## config.mk

```make
export PLATFORM = sky130hd
export DESIGN_NAME = bp_resolve_tracker
export DESIGN_NICKNAME = d
export VERILOG_FILES = /design/src/rtl/bp_resolve_tracker.sv
export SDC_FILE = /design/constraint.sdc
export NUM_CORES = 1
export LEC_CHECK = 0
export BUFFER_PORTS_ARGS = -buffer_cell sky130_fd_sc_hd__buf_2
export CAP_MARGIN = 20
export CORE_MARGIN = 4
export CORE_UTILIZATION = 55
export DETAILED_ROUTE_END_ITERATION = 16
export PLACE_DENSITY = 0.77
export SYNTH_ARGS = -nofsm -noshare
export SYNTH_HDL_FRONTEND = slang
export SYNTH_SLANG_ARGS = --single-unit
```

## constraint.sdc

```tcl
create_clock -name clk_i -period 19.5 [get_ports clk_i]
set_clock_uncertainty 0.15 [all_clocks]
set_input_delay 4.875 -clock clk_i [delete_from_list [all_inputs] [get_ports clk_i]]
set_output_delay 4.875 -clock clk_i [all_outputs]
set_load 0.05 [all_outputs]
```

## src/rtl/bp_resolve_tracker.sv

```systemverilog
// bp_resolve_tracker
// Resolution-side companion to the perceptron branch predictor. Every
// prediction issued by fetch is queued in program order; each resolve from
// execute pops the oldest one, compares it against the real outcome and
// emits a registered training strobe, a mispredict redirect and saturating
// accuracy statistics.

module bp_resolve_tracker #(
    parameter int Depth    = 4,
    parameter int CntWidth = 32
) (
    input  logic                clk_i,
    input  logic                rst_ni,

    // prediction stream from fetch
    input  logic                pred_valid_i,
    input  logic [31:0]         pred_pc_i,
    input  logic                pred_taken_i,
    input  logic [31:0]         pred_target_i,
    input  logic                pred_compressed_i,
    output logic                pred_ready_o,

    // resolution from execute
    input  logic                ex_resolve_valid_i,
    input  logic                ex_taken_i,
    input  logic [31:0]         ex_target_i,
    input  logic                flush_i,

    // training stream back to the predictor
    output logic                ex_br_valid_o,
    output logic [31:0]         ex_br_instr_addr_o,
    output logic                ex_br_taken_o,

    // redirect and statistics
    output logic                mispredict_o,
    output logic [31:0]         redirect_pc_o,
    output logic                underflow_o,
    output logic [CntWidth-1:0] branch_cnt_o,
    output logic [CntWidth-1:0] mispredict_cnt_o
);

    localparam int PtrW = $clog2(Depth);

    localparam logic [PtrW-1:0]     PtrOne    = PtrW'(1);
    localparam logic [PtrW:0]       CountOne  = (PtrW + 1)'(1);
    localparam logic [PtrW:0]       CountFull = (PtrW + 1)'(Depth);
    localparam logic [CntWidth-1:0] CntOne    = CntWidth'(1);
    localparam logic [CntWidth-1:0] CntMax    = '1;

    // in-flight prediction storage, one field per array
    logic [31:0]     pc_mem     [Depth];
    logic            taken_mem  [Depth];
    logic [31:0]     target_mem [Depth];
    logic            comp_mem   [Depth];

    logic [PtrW-1:0] wr_ptr_q, wr_ptr_d;
    logic [PtrW-1:0] rd_ptr_q, rd_ptr_d;
    logic [PtrW:0]   count_q,  count_d;

    logic            fifo_empty;
    logic            push;
    logic            pop;
    logic            clear;

    logic [31:0]     head_pc;
    logic            head_taken;
    logic [31:0]     head_target;
    logic            head_comp;

    logic [31:0]     fall_through;
    logic [31:0]     correct_pc;
    logic            dir_wrong;
    logic            target_wrong;
    logic            mis;

    // Ready depends on occupancy alone so fetch never sees a loop through pred_valid_i.
    always_comb begin
        pred_ready_o = (count_q != CountFull);
        fifo_empty   = (count_q == '0);
    end

    // Read the oldest entry and decide whether it was predicted correctly.
    always_comb begin
        head_pc      = pc_mem[rd_ptr_q];
        head_taken   = taken_mem[rd_ptr_q];
        head_target  = target_mem[rd_ptr_q];
        head_comp    = comp_mem[rd_ptr_q];

        pop          = ex_resolve_valid_i & ~fifo_empty;
        fall_through = head_pc + (head_comp ? 32'd2 : 32'd4);
        correct_pc   = ex_taken_i ? ex_target_i : fall_through;
        dir_wrong    = (ex_taken_i != head_taken);
        target_wrong = ex_taken_i & head_taken & (ex_target_i != head_target);
        mis          = pop & (dir_wrong | target_wrong);
    end

    // A mispredict or external flush makes everything still queued wrong-path,
    // including anything fetch offers this cycle.
    always_comb begin
        clear = mis | flush_i;
        push  = pred_valid_i & pred_ready_o & ~clear;
    end

    // Next pointer and occupancy; a simultaneous push and pop leaves count unchanged.
    always_comb begin
        wr_ptr_d = wr_ptr_q;
        rd_ptr_d = rd_ptr_q;
        count_d  = count_q;
        if (clear) begin
            wr_ptr_d = '0;
            rd_ptr_d = '0;
            count_d  = '0;
        end else begin
            if (push) begin
                wr_ptr_d = wr_ptr_q + PtrOne;
            end
            if (pop) begin
                rd_ptr_d = rd_ptr_q + PtrOne;
            end
            case ({push, pop})
                2'b10:   count_d = count_q + CountOne;
                2'b01:   count_d = count_q - CountOne;
                default: count_d = count_q;
            endcase
        end
    end

    // Entry storage needs no reset; occupancy decides what is valid.
    always_ff @(posedge clk_i) begin
        if (push) begin
            pc_mem[wr_ptr_q]     <= pred_pc_i;
            taken_mem[wr_ptr_q]  <= pred_taken_i;
            target_mem[wr_ptr_q] <= pred_target_i;
            comp_mem[wr_ptr_q]   <= pred_compressed_i;
        end
    end

    // FIFO pointer and occupancy registers.
    always_ff @(posedge clk_i or negedge rst_ni) begin
        if (!rst_ni) begin
            wr_ptr_q <= '0;
            rd_ptr_q <= '0;
            count_q  <= '0;
        end else begin
            wr_ptr_q <= wr_ptr_d;
            rd_ptr_q <= rd_ptr_d;
            count_q  <= count_d;
        end
    end

    // Single-cycle strobes; address, direction and redirect hold between resolves.
    always_ff @(posedge clk_i or negedge rst_ni) begin
        if (!rst_ni) begin
            ex_br_valid_o      <= 1'b0;
            mispredict_o       <= 1'b0;
            ex_br_instr_addr_o <= '0;
            ex_br_taken_o      <= 1'b0;
            redirect_pc_o      <= '0;
        end else begin
            ex_br_valid_o <= pop;
            mispredict_o  <= mis;
            if (pop) begin
                ex_br_instr_addr_o <= head_pc;
                ex_br_taken_o      <= ex_taken_i;
                redirect_pc_o      <= correct_pc;
            end
        end
    end

    // Sticky flag for a resolve that found nothing in flight.
    always_ff @(posedge clk_i or negedge rst_ni) begin
        if (!rst_ni) begin
            underflow_o <= 1'b0;
        end else if (ex_resolve_valid_i && fifo_empty) begin
            underflow_o <= 1'b1;
        end
    end

    // Saturating resolve and mispredict counters, updated alongside the strobes.
    always_ff @(posedge clk_i or negedge rst_ni) begin
        if (!rst_ni) begin
            branch_cnt_o     <= '0;
            mispredict_cnt_o <= '0;
        end else begin
            if (pop && (branch_cnt_o != CntMax)) begin
                branch_cnt_o <= branch_cnt_o + CntOne;
            end
            if (mis && (mispredict_cnt_o != CntMax)) begin
                mispredict_cnt_o <= mispredict_cnt_o + CntOne;
            end
        end
    end

endmodule
```

==> results.json, run 1 <==
{
  "status": "finished clean",
  "cts.clk_slew.worst_paths_ns": 0.06,
  "max_stage_delay_ns": 0.83,
  "hpwl_um": 28000,
  "hold_start": "underflow_o",
  "p_leak_nw": 7.86,
  "core_area_um2": 29900,
  "crit_start": "ex_target_i[19]",
  "num_rows": 63,
  "initial_core_util_pct": 56.1,
  "maxCapViolations": 0,
  "finalCritPeriodShare_pct": 39.6,
  "synth.top_cell.area_share_pct": 47.3,
  "crit_required_ns": 19.50,
  "critPathKind": "in -> reg",
  "drc_errors": 0,
  "crit_buf_inv": 2,
  "relSlewSlack_pct": 30.9,
  "grt_antenna_before_repair": 9,
  "r2r_start": "rd_ptr_q[0]",
  "grt_pass1_wl_um": 62800,
  "syn_nets": 1220,
  "p_per_area_nw_per_um2": 138,
  "seqPwrFrac_pct": 41.2,
  "yosysMostFrequentCell": "edfxtp_1",
  "power_frac_clock_pct": 30.4,
  "p_int_w": 0.00176,
  "maxSlewViolCount": 0,
  "cts_tree": "done",
  "netlist_top_cells_area": "edfxtp_1, dfrtp_1, mux4_2",
  "post_cts_resized": 0,
  "antenna_left": 0,
  "min_period_ns": 7.73,
  "dr.pass1.iters": 6,
  "cp_slowest_cell": "buf_4",
  "grt_pass1_vias": 10300,
  "synth_edf_count": 264,
  "routed_via_density": 5.86,
  "cts_num_sinks": 403,
  "die_h_um": 183,
  "port-buffer-count": 236,
  "root_buffer": "clkbuf_16",
  "fin_tns_setup_ns": 0,
  "wire_per_inst_um": 23.5,
  "cts_hold_buffers": 0,
  "p_comb_share_pct": 28.5,
  "tightest_slew_ns": 1.04,
  "synth-main-ff-cell": "edfxtp_1",
  "rsz0062_at_grt": "no",
  "worst_hold_slack_ns": 0.317,
  "setup_slack_ns": 11.77,
  "track_usage_pct": 24.7,
  "seq_area_frac_synth_pct": 68.0,
  "cts_buffers": 41,
  "ios": 237,
  "cts.path.max_buffers": 3,
  "cp_max_fo": 66,
  "placed_cells": 1698,
  "clkLatencyLatePin_ns": 0.54,
  "endpoint_kind": "register",
  "ys_ff_latch": 403,
  "fin_cells": 1777,
  "final_layout_size_suffix_gt1_share_pct": 27.2,
  "syn_area_per_cell_um2": 15.2,
  "async_flop_share_pct": 34.5,
  "synth_common_cells": "edfxtp_1, nand2_1, dfrtp_1, xnor2_1, mux4_2",
  "dieWidth_um": 183,
  "critPathTopFamily": "simple AND/OR/NAND/NOR gates",
  "power_w": 0.00272,
  "hold_path_class": "reg -> reg",
  "drt_wl_total_um": 41800,
  "nets": 1466,
  "syn_area_um2": 16800,
  "arrival_ns": 7.73,
  "grt_start_max_net_pins": 89,
  "finalSetupViolCount": 0,
  "overflow": 0,
  "critPathLaunchType": "input pin",
  "post_cts_buffers": 0,
  "crit_chain": "buf_2 -> xnor2_1 -> nand4_1 -> nor4_2 -> nand2_1 -> a21oi_2 -> nor2_2 -> nor4b_4 -> buf_4",
  "netlist_instances": 1105,
  "vdd.ir_drop.worst_uv": 89.6,
  "timing.fmax_ghz": 0.129,
  "syn2layout_area_growth_pct": 17.8,
  "yosysTopAreaCell": "edfxtp_1",
  "pre_cts_ws_ns": 11.22,
  "die_area_um2": 33400,
  "yosysWarnings": 0,
  "vias": 10400,
  "ys_types": 51,
  "h-tree-depth": 2,
  "gp_congestion": 0.815,
  "p_sw_share_pct": 35.4,
  "hold_violations": 0,
  "p_switching_w": 0.000963,
  "drt_iter0_markers": 905
}
[state kept, by name, summed over array words and instances, names as in the netlist]
signal              flops
comp_mem                4
branch_cnt_o           32
mispredict_o            1
redirect_pc_o          32
underflow_o             1
wr_ptr_q                2
target_mem            128
pc_mem                128
ex_br_valid_o           1
ex_br_taken_o           1
taken_mem               4
rd_ptr_q                2
mispredict_cnt_o       32
count_q                 3
ex_br_instr_addr_o     32
[final cells by class]
class / count / area (um2)
Clock inverter: 24 / 299
Fill cell: 2060 / 10100
Inverter: 13 / 48.8
Clock buffer: 51 / 1130
Multi-Input combinational cell: 644 / 5080
Tap cell: 390 / 488
Antenna cell: 4 / 10.0
Timing Repair Buffer: 248 / 1280
Sequential cell: 403 / 11400
[metal layers]
metal	vias to the layer above	wire, um	track usage, %
li1	4609	-	-
met1	5184	16200	34.1
met2	527	19900	39.2
met3	83	4590	7.20
met4	12	958	5.97
met5	-	191	2.52
[path summary, 6_finish.rpt]
check	endpoint	slack, ns	cells after the start
max in group asynchronous	branch_cnt_o[28]	13.64	2
min reg2reg	underflow_o	0.32	1
max	target_mem[3][14]	11.77	9
min	underflow_o	0.32	1
min in group asynchronous	branch_cnt_o[0]	4.28	1
max reg2reg	target_mem[3][14]	13.94	10
[worst reg2reg max path: cells and delay by family, from the launching register on]
family	cells	cell delay (ns)
buf+inv	2	1.54
simple gates	5	1.42
flops	1	0.86
mux	1	0.72
xor+xnor	1	0.21
compound gates	1	0.21
[logic make-up after synthesis]
family	after synthesis	synth area share, %
fa+ha+maj	11	0.910
simple gates	358	10.5
flops	403	68.0
buf+inv	58	1.88
compound gates	78	2.41
mux	74	9.85
xor+xnor	123	6.42
[power groups by stage]
| stage | registers [W] | clock network [W] | logic (W) |
|---|---|---|---|
| finish | 0.00112 | 0.000825 | 0.000774 |
| global route | 0.00113 | 0.000875 | 0.000821 |
| CTS | 0.00112 | 0.000839 | 0.000778 |
| detailed placement | 0.00113 | 0 | 0.000773 |
| global placement | 0.00113 | 0 | 0.000765 |
| floorplan | 0.00138 | 0 | 0.000303 |
[stage by stage]
| stage | utilization [%] | instance area, um2 |
|---|---|---|
| after detailed placement | 61.3 | 18300 |
| after global placement | 61.3 | 18300 |
| after global routing | 66.1 | 19800 |
| final | 66.1 | 19800 |
| after floorplan | - | 16800 |
| after CTS | 66.1 | 19700 |
[cells in the final DEF, fill, tap and decap left out, drive strengths merged, types with 3 or more instances in the layout]
master and n:
inv 13, and2 3, xor2 38, a21oi 28, edfxtp 264, bufinv 7
o21ai 46, nand3 27, and4 11, or3 7, mux2i 6, nor4 13
xnor2 85, nand2 170, nor3 23, dfrtp 139, and3 18, nor2 39
clkinv 17, ha 9, nor4b 4, clkbuf 51, buf 248, or4 3
mux4 66, diode 4, nand4 33
No activity file was read; power rests on OpenSTA's default activity.
==> inputs of run 2 (changes only) <==
--- a/config.mk
+++ b/config.mk
@@ -5,6 +5,7 @@
 export SDC_FILE = /design/constraint.sdc
 export NUM_CORES = 1
 export LEC_CHECK = 0
+export ABC_AREA = 1
 export BUFFER_PORTS_ARGS = -buffer_cell sky130_fd_sc_hd__buf_2
 export CAP_MARGIN = 20
 export CORE_MARGIN = 4
==> constraint.sdc (replaced) <==
create_clock -name clk_i -period 7.53 [get_ports clk_i]
set_clock_uncertainty 0.15 [all_clocks]
set_input_delay 1.8825 -clock clk_i [delete_from_list [all_inputs] [get_ports clk_i]]
set_output_delay 1.8825 -clock clk_i [all_outputs]
set_load 0.05 [all_outputs]
==> results.json, run 2 <==
{
  "status": "finished clean",
  "maxSlewViolCount": 0,
  "cts_buffers": 42,
  "track_usage_pct": 25.7,
  "drt_wl_total_um": 46700,
  "worst_hold_slack_ns": 0.327,
  "endpoint_kind": "register",
  "finalSetupViolCount": 0,
  "ys_types": 46,
  "nets": 2118,
  "grt_antenna_before_repair": 7,
  "yosysTopAreaCell": "edfxtp_1",
  "synthSimpleGateAreaFrac_pct": 22.7,
  "netlist_instances": 1779,
  "ios": 237,
  "grt_pass1_vias": 13400,
  "tightest_slew_ns": 0.962,
  "die_h_um": 189,
  "crit_required_ns": 7.59,
  "overflow": 0,
  "root_buffer": "clkbuf_16",
  "arrival_ns": 5.22,
  "finalCritPeriodShare_pct": 68.5,
  "syn_nets": 1894,
  "drc_errors": 0,
  "critPathLaunchType": "register",
  "grt_pass1_wl_um": 72400,
  "syn2layout_area_growth_pct": 16.2,
  "hpwl_um": 31400,
  "relSlewSlack_pct": 35.7,
  "synthXorXnorAreaFrac_pct": 4.14,
  "clkLatencyLatePin_ns": 0.56,
  "seq_area_frac_synth_pct": 63.4,
  "port-buffer-count": 236,
  "cts.path.max_buffers": 3,
  "syn_area_per_cell_um2": 10.1,
  "reg.largest.list": "pc_mem (128), target_mem (128)",
  "vias": 13800,
  "critPathKind": "reg -> reg",
  "p_per_area_nw_per_um2": 377,
  "synth_edf_count": 264,
  "final_layout_size_suffix_gt1_share_pct": 17.3,
  "highest_layer": "met5",
  "hold_path_class": "reg -> reg",
  "wl_met3_um": 4550,
  "final_common_cell": "nand2_1",
  "yosysWarnings": 0,
  "post_cts_buffers": 0,
  "fin_tns_setup_ns": 0,
  "syn_area_um2": 18000,
  "timing.fmax_ghz": 0.194,
  "gp_congestion": 0.892,
  "cts_hold_buffers": 0,
  "rsz0062_at_grt": "no",
  "antenna_left": 0,
  "num_rows": 65,
  "h-tree-depth": 2,
  "cts.clk_slew.worst_paths_ns": 0.06,
  "ys_ff_latch": 403,
  "synth.top_cell.area_share_pct": 44.1,
  "die_area_um2": 35700,
  "cts_num_sinks": 403,
  "drt_iter0_markers": 1183,
  "synth_compound_area_share_pct": 4.26,
  "p_leak_nw": 9.15,
  "async_flop_share_pct": 34.5,
  "dr.pass1.iters": 5,
  "core_area_um2": 31900,
  "routed_via_density": 5.56,
  "wl_met2_um": 22100,
  "synth_top_family_by_area": "simple AND/OR/NAND/NOR gates",
  "vdd.ir_drop.worst_uv": 391,
  "synth_common_cells": "nand2_1, edfxtp_1, nand3_1, dfrtp_1, inv_1",
  "cts_tree": "done",
  "synthMuxAreaShare_pct": 0.0556,
  "final_cell_mix": "nand2_1, edfxtp_1, buf_2, nand3_1, dfrtp_1",
  "cp_max_fo": 66,
  "grt_start_max_net_pins": 96,
  "dieWidth_um": 189,
  "yosysMostFrequentCell": "nand2_1",
  "min_period_ns": 5.16,
  "synth-main-ff-cell": "edfxtp_1",
  "wl_met1_um": 18100,
  "post_cts_resized": 0,
  "maxCapViolations": 0,
  "hold_violations": 0,
  "wire_per_inst_um": 18.8,
  "netlist_top_cells_area": "edfxtp_1, dfrtp_1, nand2_1",
  "initial_core_util_pct": 56.4,
  "synth_fa_ha_area_share_pct": 0.848
}
-- run 2: final timing paths --
| kind | endpoint | depth (start not counted) | start | slack, ns |
|---|---|---|---|---|
| min in group asynchronous | mispredict_cnt_o[7] | 1 | rst_ni | 1.18 |
| max in group asynchronous | ex_br_instr_addr_o[0] | 2 | rst_ni | 4.62 |
| min | ex_br_instr_addr_o[1] | 2 | ex_br_instr_addr_o[1] | 0.33 |
| min reg2reg | ex_br_instr_addr_o[1] | 2 | ex_br_instr_addr_o[1] | 0.33 |
| max | pc_mem[0][30] | 18 | rd_ptr_q[0] | 2.37 |
| max reg2reg | pc_mem[0][30] | 18 | rd_ptr_q[0] | 2.37 |
-- run 2: where the power goes --
group | internal, W | leakage (nW) | total [W] | switching, W
Sequential | 0.00269 | 4.17 | 0.00292 | 0.000222
Clock | 0.00122 | 0.678 | 0.00208 | 0.000862
Combinational | 0.000704 | 4.30 | 0.00289 | 0.00218
-- run 2: area by class of cell --
cell class	instances	area, um2
well taps	435	544
inverters	111	418
flip-flops and latches	403	11400
repair buffers	251	1340
fillers	2504	11000
clock inverters	19	195
clock buffers	59	1200
diodes	4	10.0
multi-input cells	1194	5800
-- run 2: metrics by stage --
stage | total power, W | utilization (%) | instance area, um2 | std cells | setup slack [ns]
2_1_floorplan | 0.00504 | - | 18000 | 1779 | 1.38
5_1_grt | 0.00829 | 65.6 | 20900 | 2474 | 2.04
4_1_cts | 0.00791 | 65.6 | 20900 | 2472 | 2.45
6_report | 0.00789 | 65.6 | 20900 | 2476 | 2.37
3_3_place_gp | 0.00574 | 61.2 | 19500 | 2394 | 2.58
3_5_place_dp | 0.00582 | 61.2 | 19500 | 2394 | 2.49
-- run 2: per-layer routing --
metal | global-route usage, % | vias to the layer above
li1 | - | 6425
met1 | 34.0 | 6525
met2 | 42.3 | 672
met3 | 5.57 | 131
met4 | 9.98 | 10
met5 | 0 | -
-- run 2: critical path, stage by stage, from the launching register on --
cell and delay [ns]:
dfrtp_4 0.89, clkinv_2 0.59, buf_4 0.47, nand2_1 0.12
nand3_1 0.09, nand2_1 0.10, nand2_1 0.05, nand2_1 0.05
nand2_1 0.08, nor2_1 0.12, nand2_1 0.08, nor2_1 0.10
nand2_1 0.10, nand2_1 0.07, nand2_1 0.07, nand2_2 0.13
nand3_2 0.28, nor2_4 0.83, buf_12 0.35
-- run 2: cells by family after synthesis --
group | after synthesis
multiplexers | 1
AO/OA/AOI/OAI | 142
adder cells (fa/ha/maj) | 11
XOR/XNOR | 85
buffers and inverters | 182
flip-flops | 403
AND/OR/NAND/NOR | 955
==> inputs of run 3 (changes only) <==
==> constraint.sdc (replaced) <==
create_clock -name clk_i -period 4.9 [get_ports clk_i]
set_clock_uncertainty 0.15 [all_clocks]
set_input_delay 1.225 -clock clk_i [delete_from_list [all_inputs] [get_ports clk_i]]
set_output_delay 1.225 -clock clk_i [all_outputs]
set_load 0.05 [all_outputs]
==> results.json, run 3 (synthesized netlist as in run 2, its figures left out) <==
{
  "initial_core_util_pct": 56.4,
  "ios": 237,
  "root_buffer": "clkbuf_16",
  "drt_iter0_markers": 1128,
  "final_cell_mix": "nand2_1, edfxtp_1, buf_2, nand3_1, dfrtp_1",
  "cts_num_sinks": 403,
  "dieWidth_um": 189,
  "finalSetupViolCount": 0,
  "port-buffer-count": 236,
  "final_layout_size_suffix_gt1_share_pct": 17.3,
  "hold_violations": 0,
  "fill_cells": 2520,
  "wire_per_inst_um": 18.7,
  "cts_buffers": 42,
  "drt_wl_total_um": 46500,
  "cp_max_fo": 35,
  "routed_via_density": 5.55,
  "grt_pass1_vias": 13300,
  "finalCritPeriodShare_pct": 84.3,
  "hpwl_um": 30400,
  "rsz0062_at_grt": "no",
  "num_rows": 65,
  "syn2layout_area_growth_pct": 16.5,
  "utilization_pct": 65.8,
  "grt_start_max_net_pins": 133,
  "critPathLaunchType": "register",
  "arrival_ns": 4.41,
  "grt_pass1_wl_um": 71400,
  "reg.largest.list": "pc_mem (128), target_mem (128)",
  "crit_required_ns": 5.18,
  "endpoint_kind": "register",
  "post_cts_resized": 0,
  "h-tree-depth": 2,
  "worst_hold_slack_ns": 0.326,
  "die_area_um2": 35700,
  "timing.fmax_ghz": 0.242,
  "clkLatencyLatePin_ns": 0.55,
  "overflow": 0,
  "cts.path.max_buffers": 3,
  "maxSlewViolCount": 0,
  "tightest_slew_ns": 0.867,
  "hold_path_class": "reg -> reg",
  "post_cts_buffers": 0,
  "min_period_ns": 4.13,
  "crit_top_cell": "nand2_1",
  "antenna_left": 0,
  "core_area_um2": 31900,
  "cp_slowest_cell": "dfrtp_4",
  "dr.pass1.iters": 5,
  "track_usage_pct": 25.3,
  "vias": 13800,
  "status": "finished clean",
  "cts_hold_buffers": 0,
  "maxCapViolations": 0,
  "max_stage_delay_ns": 0.44,
  "vdd.ir_drop.worst_uv": 506,
  "relSlewSlack_pct": 42.2,
  "grt_antenna_before_repair": 9,
  "die_h_um": 189,
  "cts_tree": "done",
  "p_leak_nw": 9.17,
  "nets": 2122,
  "drc_errors": 0,
  "p_per_area_nw_per_um2": 575,
  "critPathKind": "reg -> reg",
  "critPathTopFamily": "simple AND/OR/NAND/NOR gates",
  "final_common_cell": "nand2_1",
  "crit_chain": "clkinv_2 -> buf_12 -> nand2_1 -> nand3_1 -> nand2_1 -> nand2_1 -> nand2_1 -> nand2_1 -> nor2_1 -> nand2_1 -> nor2_1 -> nand2_1 -> nand2_1 -> nand2_1 -> nand2_2 -> nand3_2 -> nand2_1 -> inv_1 -> fa_1 -> xor2_1 -> nand3b_1 -> nand2_1 -> nand2_1 -> nand2_1",
  "cts.clk_slew.worst_paths_ns": 0.06,
  "gp_congestion": 0.912,
  "crit_buf_inv": 3
}
[run 3: worst register-to-register path, stage by stage (launching register included)]
cell and delay (ns):
dfrtp_4 0.44, clkinv_2 0.36, buf_12 0.36, nand2_1 0.08, nand3_1 0.13, nand2_1 0.13
nand2_1 0.06, nand2_1 0.05, nand2_1 0.05, nor2_1 0.11, nand2_1 0.09, nor2_1 0.18
nand2_1 0.11, nand2_1 0.07, nand2_1 0.07, nand2_2 0.14, nand3_2 0.27, nand2_1 0.26
inv_1 0.08, fa_1 0.37, xor2_1 0.17, nand3b_1 0.13, nand2_1 0.06, nand2_1 0.06
nand2_1 0.04
[run 3: worst paths after layout]
kind / start / slack, ns / end / depth (start not counted)
worst max-delay path: rd_ptr_q[0] / 0.77 / count_q[2] / 24
worst min-delay path: ex_br_instr_addr_o[2] / 0.33 / ex_br_instr_addr_o[2] / 2
worst max register to register: rd_ptr_q[0] / 0.77 / count_q[2] / 24
worst min register to register: ex_br_instr_addr_o[2] / 0.33 / ex_br_instr_addr_o[2] / 2
max in group asynchronous: rst_ni / 3.12 / redirect_pc_o[8] / 3
min in group asynchronous: rst_ni / 0.38 / mispredict_cnt_o[17] / 1
[run 3: per-stage QoR]
| step | cells | total power [W] | instance area, um2 | worst slack [ns] | setup TNS [ns] |
|---|---|---|---|---|---|
| 2_1_floorplan | 1779 | 0.00775 | 18000 | -0.803 | -211.88 |
| 3_3_place_gp | 2396 | 0.00887 | 19600 | 0.878 | 0 |
| 3_5_place_dp | 2396 | 0.00898 | 19600 | 0.803 | 0 |
| 4_1_cts | 2471 | 0.0120 | 20900 | 0.802 | 0 |
| 5_1_grt | 2476 | 0.0127 | 21000 | 0.401 | 0 |
| 6_report | 2480 | 0.0121 | 21000 | 0.768 | 0 |
[run 3: layer usage]
| layer | vias up | routed length, um | GRT usage (%) |
|---|---|---|---|
| met5 | - | 56 | 0 |
| met4 | 12 | 1760 | 9.30 |
| met3 | 128 | 4130 | 5.09 |
| met2 | 664 | 22300 | 42.6 |
| met1 | 6533 | 18300 | 33.1 |
| li1 | 6426 | - | - |
[run 3: report_power, final]
part	switching, W	internal (W)
Combinational	0.00343	0.00112
Sequential	0.000299	0.00414
Clock	0.00128	0.00180
Total	0.00500	0.00706
[run 3: layout make-up]
class | count | area (um2) | area share [%]
inverters | 111 | 418 | 1.99
diodes | 7 | 17.5 | 0.0835
repair buffers | 255 | 1450 | 6.89
multi-input cells | 1194 | 5800 | 27.7
clock buffers | 59 | 1190 | 5.66
well taps | 435 | 544 | 2.59
clock inverters | 16 | 151 | 0.722
flip-flops and latches | 403 | 11400 | 54.4
